## config.mk

```make
export PLATFORM = sky130hd
export DESIGN_NAME = inst_encode
export DESIGN_NICKNAME = d
export VERILOG_FILES = /design/src/rtl/inst_pkg.sv /design/src/rtl/inst_field_pack.sv /design/src/rtl/inst_encode.sv
export SDC_FILE = /design/constraint.sdc
export NUM_CORES = 1
export LEC_CHECK = 0
export ABC_CLOCK_PERIOD_IN_PS = 2550
export BUFFER_PORTS_ARGS = -buffer_cell sky130_fd_sc_hd__buf_4
export CAP_MARGIN = 5
export CORE_UTILIZATION = 45
export DETAILED_ROUTE_END_ITERATION = 10
export GPL_TIMING_DRIVEN = 0
export HOLD_SLACK_MARGIN = 0.15
export PLACE_DENSITY_LB_ADDON = 0.15
export SYNTH_ARGS = -nofsm -noshare
export SYNTH_HDL_FRONTEND = slang
export SYNTH_HIERARCHICAL = 1
export SYNTH_SLANG_ARGS = --single-unit
```

## constraint.sdc

```tcl
create_clock -name clk -period 2.55 [get_ports clk]
set_input_delay 0.3825 -clock clk [delete_from_list [all_inputs] [get_ports clk]]
set_output_delay 0.3825 -clock clk [all_outputs]
set_load 0.01 [all_outputs]
```

## src/rtl/inst_pkg.sv

```systemverilog
// Shared RV32I field-level definitions: class codes, op indices, opcodes, NOP.
// Consumed by both the encoder and the decoder.
package inst_pkg;

  typedef enum logic [2:0] {
    CLS_R  = 3'd0,
    CLS_I  = 3'd1,
    CLS_L  = 3'd2,
    CLS_S  = 3'd3,
    CLS_B  = 3'd4,
    CLS_J  = 3'd5,
    CLS_JR = 3'd6,
    CLS_U  = 3'd7
  } cls_e;

  localparam logic [3:0] OP0 = 4'd0;
  localparam logic [3:0] OP1 = 4'd1;
  localparam logic [3:0] OP2 = 4'd2;
  localparam logic [3:0] OP3 = 4'd3;
  localparam logic [3:0] OP4 = 4'd4;
  localparam logic [3:0] OP5 = 4'd5;
  localparam logic [3:0] OP6 = 4'd6;
  localparam logic [3:0] OP7 = 4'd7;
  localparam logic [3:0] OP8 = 4'd8;
  localparam logic [3:0] OP9 = 4'd9;

  localparam logic [6:0] OPC_R     = 7'b0110011;
  localparam logic [6:0] OPC_I     = 7'b0010011;
  localparam logic [6:0] OPC_L     = 7'b0000011;
  localparam logic [6:0] OPC_S     = 7'b0100011;
  localparam logic [6:0] OPC_B     = 7'b1100011;
  localparam logic [6:0] OPC_J     = 7'b1101111;
  localparam logic [6:0] OPC_JR    = 7'b1100111;
  localparam logic [6:0] OPC_LUI   = 7'b0110111;
  localparam logic [6:0] OPC_AUIPC = 7'b0010111;

  localparam logic [6:0]  FUNC7_ALT = 7'h20;
  localparam logic [31:0] NOP_WORD  = 32'h0000_0013;

  typedef struct packed {
    cls_e        cls;
    logic [3:0]  op;
    logic [4:0]  rs1;
    logic [4:0]  rs2;
    logic [4:0]  rd;
    logic [31:0] imm;
  } fields_t;

  typedef enum logic [1:0] {
    ST_IDLE  = 2'd0,
    ST_RUN   = 2'd1,
    ST_DRAIN = 2'd2
  } state_e;

  // True when v is representable as a signed value of the given width.
  function automatic logic fits_signed(input logic [31:0] v, input int bits);
    logic ok;
    ok = 1'b1;
    for (int i = 0; i < 32; i++) begin
      if (i >= bits && v[i] != v[bits-1]) ok = 1'b0;
    end
    return ok;
  endfunction

endpackage

```

## src/rtl/inst_field_pack.sv

```systemverilog
// Combinational fields -> 32-bit RV32I word, with an illegal flag (NOP substituted).
// Optional immediate range checking under INST_ENCODE_IMM_CHECK_EN.
module inst_field_pack
  import inst_pkg::*;
(
  input  fields_t     f,
  output logic [31:0] word,
  output logic        illegal
);

  logic [31:0] raw;
  logic        bad_op;
  logic        imm_ok;
  logic [2:0]  f3;
  logic        is_shift;

  assign f3       = f.op[2:0];
  assign is_shift = (f.op == OP1) || (f.op == OP5) || (f.op == OP9);

  always_comb begin
    raw    = '0;
    bad_op = 1'b0;
    case (f.cls)
      CLS_R: begin
        if (f.op <= OP7)
          raw = {7'b0, f.rs2, f.rs1, f3, f.rd, OPC_R};
        else if (f.op == OP8)
          raw = {FUNC7_ALT, f.rs2, f.rs1, 3'd0, f.rd, OPC_R};
        else if (f.op == OP9)
          raw = {FUNC7_ALT, f.rs2, f.rs1, 3'd5, f.rd, OPC_R};
        else
          bad_op = 1'b1;
      end
      CLS_I: begin
        if (f.op == OP1 || f.op == OP5)
          raw = {7'b0, f.imm[4:0], f.rs1, f3, f.rd, OPC_I};
        else if (f.op == OP9)
          raw = {FUNC7_ALT, f.imm[4:0], f.rs1, 3'd5, f.rd, OPC_I};
        else if (f.op <= OP7)
          raw = {f.imm[11:0], f.rs1, f3, f.rd, OPC_I};
        else
          bad_op = 1'b1;
      end
      CLS_L: begin
        if (f.op <= OP2 || f.op == OP4 || f.op == OP5)
          raw = {f.imm[11:0], f.rs1, f3, f.rd, OPC_L};
        else
          bad_op = 1'b1;
      end
      CLS_S: begin
        if (f.op <= OP2)
          raw = {f.imm[11:5], f.rs2, f.rs1, f3, f.imm[4:0], OPC_S};
        else
          bad_op = 1'b1;
      end
      CLS_B: begin
        if (f.op <= OP1 || (f.op >= OP4 && f.op <= OP7))
          raw = {f.imm[12], f.imm[10:5], f.rs2, f.rs1, f3, f.imm[4:1], f.imm[11], OPC_B};
        else
          bad_op = 1'b1;
      end
      CLS_J: begin
        if (f.op == OP0)
          raw = {f.imm[20], f.imm[10:1], f.imm[11], f.imm[19:12], f.rd, OPC_J};
        else
          bad_op = 1'b1;
      end
      CLS_JR: begin
        if (f.op == OP0)
          raw = {f.imm[11:0], f.rs1, 3'd0, f.rd, OPC_JR};
        else
          bad_op = 1'b1;
      end
      CLS_U: begin
        if (f.op == OP0)
          raw = {f.imm[31:12], f.rd, OPC_LUI};
        else if (f.op == OP1)
          raw = {f.imm[31:12], f.rd, OPC_AUIPC};
        else
          bad_op = 1'b1;
      end
    endcase
  end

`ifdef INST_ENCODE_IMM_CHECK_EN
  always_comb begin
    imm_ok = 1'b1;
    case (f.cls)
      CLS_I:          imm_ok = is_shift ? (f.imm[31:5] == '0) : fits_signed(f.imm, 12);
      CLS_L, CLS_S,
      CLS_JR:         imm_ok = fits_signed(f.imm, 12);
      CLS_B:          imm_ok = fits_signed(f.imm, 13) && !f.imm[0];
      CLS_J:          imm_ok = fits_signed(f.imm, 21) && !f.imm[0];
      CLS_U:          imm_ok = (f.imm[11:0] == '0);
      default:        imm_ok = 1'b1;
    endcase
  end
`else
  // Without the check, out-of-range immediates are simply truncated by the slices above.
  assign imm_ok = 1'b1 | is_shift;
`endif

  assign illegal = bad_op || !imm_ok;
  assign word    = illegal ? NOP_WORD : raw;

endmodule

```

## src/rtl/inst_encode.sv

```systemverilog
// Streaming RV32I encoder / IMEM program loader: accept beat, register, encode, write.
// Build option: INST_ENCODE_IMM_CHECK_EN enables immediate range checking in inst_field_pack.
module inst_encode
  import inst_pkg::*;
#(
  parameter int ADDR_W    = 10,
  parameter int BASE_ADDR = 0
) (
  input  logic              clk,
  input  logic              rst_n,
  input  logic              start,
  input  logic              in_valid,
  output logic              in_ready,
  input  logic [2:0]        in_cls,
  input  logic [3:0]        in_op,
  input  logic [4:0]        in_rs1,
  input  logic [4:0]        in_rs2,
  input  logic [4:0]        in_rd,
  input  logic [31:0]       in_imm,
  input  logic              in_last,
  output logic              mem_we,
  output logic [ADDR_W-1:0] mem_addr,
  output logic [31:0]       mem_wdata,
  output logic              busy,
  output logic              done,
  output logic              err,
  output logic [ADDR_W-1:0] err_addr,
  output logic              wrap
);

  localparam logic [ADDR_W-1:0] BASE = ADDR_W'(BASE_ADDR);

  state_e            state_reg, state_next;
  fields_t           in_fields;
  fields_t           s1_fields_reg;
  logic              s1_valid_reg, s1_last_reg;
  logic [ADDR_W-1:0] addr_reg;
  logic              mem_we_reg, done_reg, err_reg, wrap_reg;
  logic [ADDR_W-1:0] mem_addr_reg, err_addr_reg;
  logic [31:0]       mem_wdata_reg;
  logic [31:0]       pack_word;
  logic              pack_illegal;
  logic              accept;

  assign in_fields = {in_cls, in_op, in_rs1, in_rs2, in_rd, in_imm};
  assign in_ready  = (state_reg == ST_RUN);
  assign busy      = (state_reg != ST_IDLE);
  assign accept    = in_ready && in_valid;

  inst_field_pack u_pack (
    .f       (s1_fields_reg),
    .word    (pack_word),
    .illegal (pack_illegal)
  );

  always_comb begin
    state_next = state_reg;
    case (state_reg)
      ST_IDLE:  if (start) state_next = ST_RUN;
      ST_RUN:   if (in_valid && in_last) state_next = ST_DRAIN;
      // done_reg marks the cycle the last write is on the port
      ST_DRAIN: if (done_reg) state_next = ST_IDLE;
      default:  state_next = ST_IDLE;
    endcase
  end

  always_ff @(posedge clk) begin
    if (!rst_n) begin
      state_reg     <= ST_IDLE;
      s1_valid_reg  <= 1'b0;
      s1_last_reg   <= 1'b0;
      s1_fields_reg <= '0;
      addr_reg      <= '0;
      mem_we_reg    <= 1'b0;
      mem_addr_reg  <= '0;
      mem_wdata_reg <= '0;
      done_reg      <= 1'b0;
      err_reg       <= 1'b0;
      err_addr_reg  <= '0;
      wrap_reg      <= 1'b0;
    end else begin
      state_reg    <= state_next;
      s1_valid_reg <= accept;
      if (accept) begin
        s1_fields_reg <= in_fields;
        s1_last_reg   <= in_last;
      end
      mem_we_reg <= s1_valid_reg;
      done_reg   <= s1_valid_reg && s1_last_reg;
      if (state_reg == ST_IDLE && start) begin
        addr_reg     <= BASE;
        err_reg      <= 1'b0;
        err_addr_reg <= '0;
        wrap_reg     <= 1'b0;
      end
      if (s1_valid_reg) begin
        mem_addr_reg  <= addr_reg;
        mem_wdata_reg <= pack_word;
        addr_reg      <= addr_reg + 1'b1;
        if (&addr_reg) wrap_reg <= 1'b1;
        if (pack_illegal) begin
          err_reg <= 1'b1;
          if (!err_reg) err_addr_reg <= addr_reg;
        end
      end
    end
  end

  assign mem_we    = mem_we_reg;
  assign mem_addr  = mem_addr_reg;
  assign mem_wdata = mem_wdata_reg;
  assign done      = done_reg;
  assign err       = err_reg;
  assign err_addr  = err_addr_reg;
  assign wrap      = wrap_reg;

endmodule

```

# ---- Yosys cells after proc, flatten, opt, wreduce, memory -nomap -nowiden
# Index checks and enable logic that the tools add are counted.
dict set report word_totals {
  ff_bits 124
}
dict set report op_classes {
  add_sub_neg 1
  order_cmp 4
  n_eq_ne 17
  muxes 44
  n_reduce_logical 17
}
# cell count
set op_table {}
lappend op_table {{32-bit two-way mux} 13}
lappend op_table {{32-bit one-hot mux with 8 select lines} 1}
lappend op_table {{10-bit two-way mux} 6}
lappend op_table {{31-bit two-way mux} 1}
lappend op_table {{1-bit two-way mux} 18}
lappend op_table {{3-bit == test, second input constant} 4}
lappend op_table {{10-bit by 1-bit adder with 10-bit output, second input constant} 1}
lappend op_table {{10-bit AND reduction} 1}
lappend op_table {{4-bit by 3-bit == test with 1-bit output, second input constant} 2}
lappend op_table {{4-bit == test, second input constant} 2}
lappend op_table {{1-bit one-hot mux with 7 select lines} 1}
lappend op_table {{3-bit by 2-bit == test with 1-bit output, second input constant} 2}
lappend op_table {{2-bit two-way mux} 3}
lappend op_table {{2-bit one-hot mux with 3 select lines} 1}
lappend op_table {{1-bit logical AND} 5}
lappend op_table {{4-bit by 1-bit == test with 1-bit output, second input constant} 1}
lappend op_table {{4-bit by 3-bit greater-or-equal comparator with 1-bit output, second input constant} 1}
lappend op_table {{4-bit by 1-bit <= comparator with 1-bit output, second input constant} 1}
lappend op_table {{4-bit by 2-bit <= comparator with 1-bit output, second input constant} 1}
lappend op_table {{4-bit by 3-bit <= comparator with 1-bit output, second input constant} 1}
lappend op_table {{4-bit logical NOT} 1}
lappend op_table {{1-bit logical OR} 4}
lappend op_table {{2-bit inequality test, second input constant} 2}
lappend op_table {{2-bit nonzero test} 2}
lappend op_table {{8 further kinds} 8}

# ---- Depth between registers and ports, before layout
dict set report logic_depth {
  ltp_word 7
  mapped_depth 10
  depth_no_buf 8
}

# ---- By module
# Netlist, hierarchy kept.
# module n_inst cells_per_inst area_per_inst_um2 seq_area_each_um2
set by_module_without_submodules {}
lappend by_module_without_submodules {inst_encode 1 513 4539.4 2482.4}
lappend by_module_without_submodules {inst_field_pack 1 137 883.3 0.0}

# ---- Worst setup path after synthesis
# Ideal clock, no wire load.
dict set report synth_timing {
  kind {register to register}
  from {register s1_fields_reg[53] in the netlist's numbering}
  to {register err_addr_reg[9], in the netlist err_addr[9]}
  arrival_ps 1959
  path_slack_ps 520
  path_stages_with_launch 11
  period_less_slack_ps 2030
  cell_sequence {dfxtp_1 > buf_2 > buf_1 > a21oi_1 > o21ai_0 > a31oi_1 > a21oi_1 > and3b_1 > buf_1 > nand2_1 > a21oi_1}
}
dict set report synth_between {
  elab_chain_len 5
  elab_cells_between_ends 12
  classes_between {7 x eq/ne; 3 x mux; 2 x reduce/logical}
}
# item line
set synth_rtl {}
lappend synth_rtl {{start, declared} inst_encode.sv:35} ;# fields_t s1_fields_reg;
lappend synth_rtl {{start signal, assigned} inst_encode.sv:85} ;# s1_fields_reg <= in_fields;
lappend synth_rtl {{3-bit == test} inst_field_pack.sv:23} ;# case (f.cls)
lappend synth_rtl {{2-bit OR reduction (no line)} n/a}
lappend synth_rtl {{1-bit one-hot mux with 7 select lines *} inst_field_pack.sv:23}
lappend synth_rtl {{net pack_illegal} inst_encode.sv:42} ;# logic pack_illegal;
lappend synth_rtl {{10-bit two-way mux *} inst_encode.sv:101} ;# if (pack_illegal) begin
lappend synth_rtl {{10-bit two-way mux *} inst_encode.sv:96} ;# if (s1_valid_reg) begin
lappend synth_rtl {{end signal, assigned} inst_encode.sv:103} ;# if (!err_reg) err_addr_reg <= addr_reg;
lappend synth_rtl {{end, declared} inst_encode.sv:39} ;# logic [ADDR_W-1:0] mem_addr_reg, err_addr_reg;
# Mark *: on every way through the listed nets, which the timed path passes. The rest lies on a longest branch.
# A chain may end at the register's enable or synchronous reset.

# ---- Final worst setup path
dict set report layout_timing {
  from {register s1_fields_reg[52] in the netlist's numbering}
  to {register mem_wdata_reg[19], in the netlist mem_wdata[19]}
}
dict set report layout_between {
  elab_chain_len 4
  elab_cells_between_ends 12
  classes_between {7 x eq/ne; 3 x mux; 2 x reduce/logical}
}
# item line
set layout_rtl {}
lappend layout_rtl {{3-bit == test} inst_field_pack.sv:23}
lappend layout_rtl {{2-bit OR reduction (no line)} n/a}
lappend layout_rtl {{1-bit one-hot mux with 7 select lines} inst_field_pack.sv:23}
lappend layout_rtl {{32-bit two-way mux *} inst_field_pack.sv:104} ;# assign word = illegal ? NOP_WORD : raw;
lappend layout_rtl {{net pack_word[19]} inst_encode.sv:41} ;# logic [31:0] pack_word;
lappend layout_rtl {{end signal, assigned} inst_encode.sv:98} ;# mem_wdata_reg <= pack_word;
lappend layout_rtl {{end, declared} inst_encode.sv:40} ;# logic [31:0] mem_wdata_reg;
# Marked as above.

==> run_results.csv <==
group,metric,value,unit
final_layout,largest_reg_flops,54,
worst_setup_path,slowest_delay,710,ps
synthesis,async_reset_ff_frac,0,
grt,overflow,0,
sta,hold_viol_final,0,
floorplanning,io_pins,117,
synthesis,synth-edff-count,0,
routing,drc,2,
grt,grt_pass1_wl,25900,µm
floorplanning,initial_utilization,0.469,
final_layout,design_area,7060,µm²
worst_setup_path,path_class,"reg2reg",
synthesis,seq_area_frac_synth,0.458,
placed_design,io_buffers,116,
final_layout,multi_input_area,2640,µm²
floorplanning,die_h,112,µm
power_and_ir_drop,leakage,2.80,nW
routing,dr.pass1.iters,8,
sta,final_max_slew_viol_count,0,
routing,drt_iter0_markers,293,
sta,maxSlewHeadroom,0.393,
routing,wirelength,16000,µm
worst_setup_path,worstPathCellList,"buf_6 -> nor2b_4 -> nor4b_1 -> a311oi_1 -> nand3_1 -> a22o_1 -> mux2i_1 -> nor2_1",
routing,vias,5181,
worst_setup_path,crit_family,"simple AND/OR/NAND/NOR gates",
floorplanning,die-width,112,µm
floorplanning,rows,39,
power_and_ir_drop,finalPower,0.00485,W
cts,clkTransAtPathRegs,50,ps
sta,rsz0062_at_grt,"no",
job,max_cap_violations,0,
cts,cts_tree,"yes",
grt,grt_max_degree,20,
synthesis,syn_inst,650,
sta,period_share,0.952,
grt,antenna_found_initial,0,
power_and_ir_drop,peakVddDrop,482,µV
cts,cts_buffers,17,
cts,cts_root_buf,"clkbuf_16",
final_layout,num-nets-final,844,
synthesis,avgSynthCellArea,8.34,µm²
cts,htreeDepth,4,
hold_path,hold_path.class,"in2reg",
grt,grt_usage,0.268,
run_status,failed_checks,"DRC",
floorplanning,fp.dieArea,12500,µm²
worst_setup_path,cp-end-kind,"flip-flop",
sta,worstMarginPinSlew,903,ps
synthesis,netlist_area,5420,µm²
worst_setup_path,slowest_stage,"nor4b_1",
worst_setup_path,critPathMaxFanout,19,
worst_setup_path,cp.buffers_inverters,1,
worst_setup_path,start_kind,"flip-flop",
grt,first_global_vias,5008,
sta,period_needed,2430,ps
synthesis,synth_cell_types,60,
cts,hold_buffers,0,
worst_setup_path,crit_required,2900,ps
final_layout,diodes,0,
sta,setup_viol_count_final,0,
final_layout,fill_cells,1042,
routing,avgRoutedWirePerCell,17.1,µm
power_and_ir_drop,power_density,687,nW/µm²
final_layout,drive_above_1_share,0.236,
sta,max_freq,412,MHz
synthesis,yosysWarningCount,6,
final_layout,area_delta_synth_final,30.2,%
run_status,status,"complete, but fails checks",
worst_setup_path,arrival,2770,ps
final_layout,seqCellArea,2480,µm²
cts,cts_buffer_depth,2,
worst_setup_path,reg2reg_setup_slack,120,ps
synthesis,ys_ff_latch,124,
routing,routed_via_density,5.52,
synthesis,synth_flop_cell,"dfxtp_1",
placed_design,hpwl,11800,µm
sta,finClkSkew,6.99,ps
placed_design,place.gp.congestion,0.868,
cts,cts_sinks,124,
floorplanning,coreArea,11600,µm²
cts,worst_skew_pair.late_latency,420,ps
placed_design,placedInstanceArea,6480,µm²
routing,postRouteAntennaNets,0,
## cell families (layout without fill, tap and decap cells)
logic type / count (synthesis) / after routing / share of synthesized area
xor gates and xnor gates: 4 / 4 / 0.00646
muxes: 43 / 43 / 0.0794
other: 1 / 2 / 0.000692
and+or+nand+nor: 272 / 272 / 0.232
DFF: 124 / 124 / 0.458
AOI/OAI and AO/OA: 143 / 143 / 0.165
buffers and inverters: 62 / 207 / 0.0558
adders and majority gates: 1 / 1 / 0.00231
## worst reg2reg max path: stages, from the launching register on
cell and delay [ps]:
dfxtp_1 340, buf_6 190, nor2b_4 240, nor4b_1 710
a311oi_1 200, nand3_1 310, a22o_1 220, mux2i_1 70
nor2_1 80
## path summary, 6_finish.rpt
path                                        start                end  cells after the start
worst max-delay path            s1_fields_reg[52]      mem_wdata[19]                      8
worst min-delay path                   in_imm[29]  s1_fields_reg[29]                      3
worst max register to register  s1_fields_reg[52]      mem_wdata[19]                      8
worst min register to register  s1_fields_reg[22]  s1_fields_reg[22]                      2
## synthesized netlist by cell type (2+ instances only)
cell       number  area share
o221ai_1        2      0.0032
nor2_1         57       0.039
or3_1           4      0.0046
inv_1           7      0.0048
nor2b_1         3      0.0035
buf_1           2      0.0014
a22o_1         16       0.026
buf_2          20       0.018
nand2b_1        5      0.0058
nand4_1         4      0.0046
nand3_1        17       0.016
and2_1          6      0.0069
nor4_1          2      0.0023
nand4b_1        3      0.0048
nor3_1          2      0.0018
nand2_1       143       0.099
xor2_1          3      0.0048
dfxtp_1       124        0.46
a211oi_1        3      0.0042
and3_1          2      0.0023
o2111ai_1       4      0.0065
and3b_1         2      0.0032
a221o_1         8       0.015
buf_4          10       0.014
o21ai_0         7      0.0065
nand3b_1        8       0.011
a31oi_1         3      0.0035
clkbuf_1       21       0.015
o211ai_1        2      0.0028
mux2i_1        43       0.079
or2_2           2      0.0023
a21oi_1        87       0.080
## routing by layer
layer  track usage  wire (µm)  vias to the layer above
met5             0          0                        -
met4         0.105        311                        0
met3        0.0653       1140                       26
met2         0.435       7690                      189
met1         0.342       6880                     2455
li1              -          -                     2511
## cell type report
type                       instances  share of cell area
clock inverter                     7              0.0161
timing repair buffer             117               0.124
buffer                            51              0.0374
sequential                       124               0.352
multi-input combinational        465               0.374
tap                              143              0.0253
inverter                           8             0.00425
clock buffer                      24              0.0668
## power breakdown
group | internal, W | switching [W]
logic | 0.000172 | 0.000242
registers | 0.00198 | 0.0000330
clock network | 0.00158 | 0.000839
## cells in the final DEF (no fill, tap or decap), drive strengths merged, types with 5 or more instances in the layout
master,n
nand3b,8
nand2b,5
o21ai,8
nand2,143
and2,6
clkbuf,45
a221o,8
nand3,18
dfxtp,124
a22o,16
or3,5
nor2,57
mux2i,43
a21oi,88
buf,147
inv,8
## timing repair
action,4_1_cts,5_1_grt
resized for setup,0,2
pin swaps,0,1
endpoints found under the setup margin,10,16
buffers inserted,0,1
## stage by stage
stage,TNS (ps),setup WS [ps],utilization,hold slack [ps],cells
floorplan,0,520,-,432,651
global placement,-1850,-218,0.560,438,910
detailed placement,-1700,-191,0.560,448,910
CTS,0,46.7,0.610,202,939
global route,0,23.0,0.611,202,939
finish,0,124,0.611,215,939
Note: power is estimated with default switching activity, not from simulation.
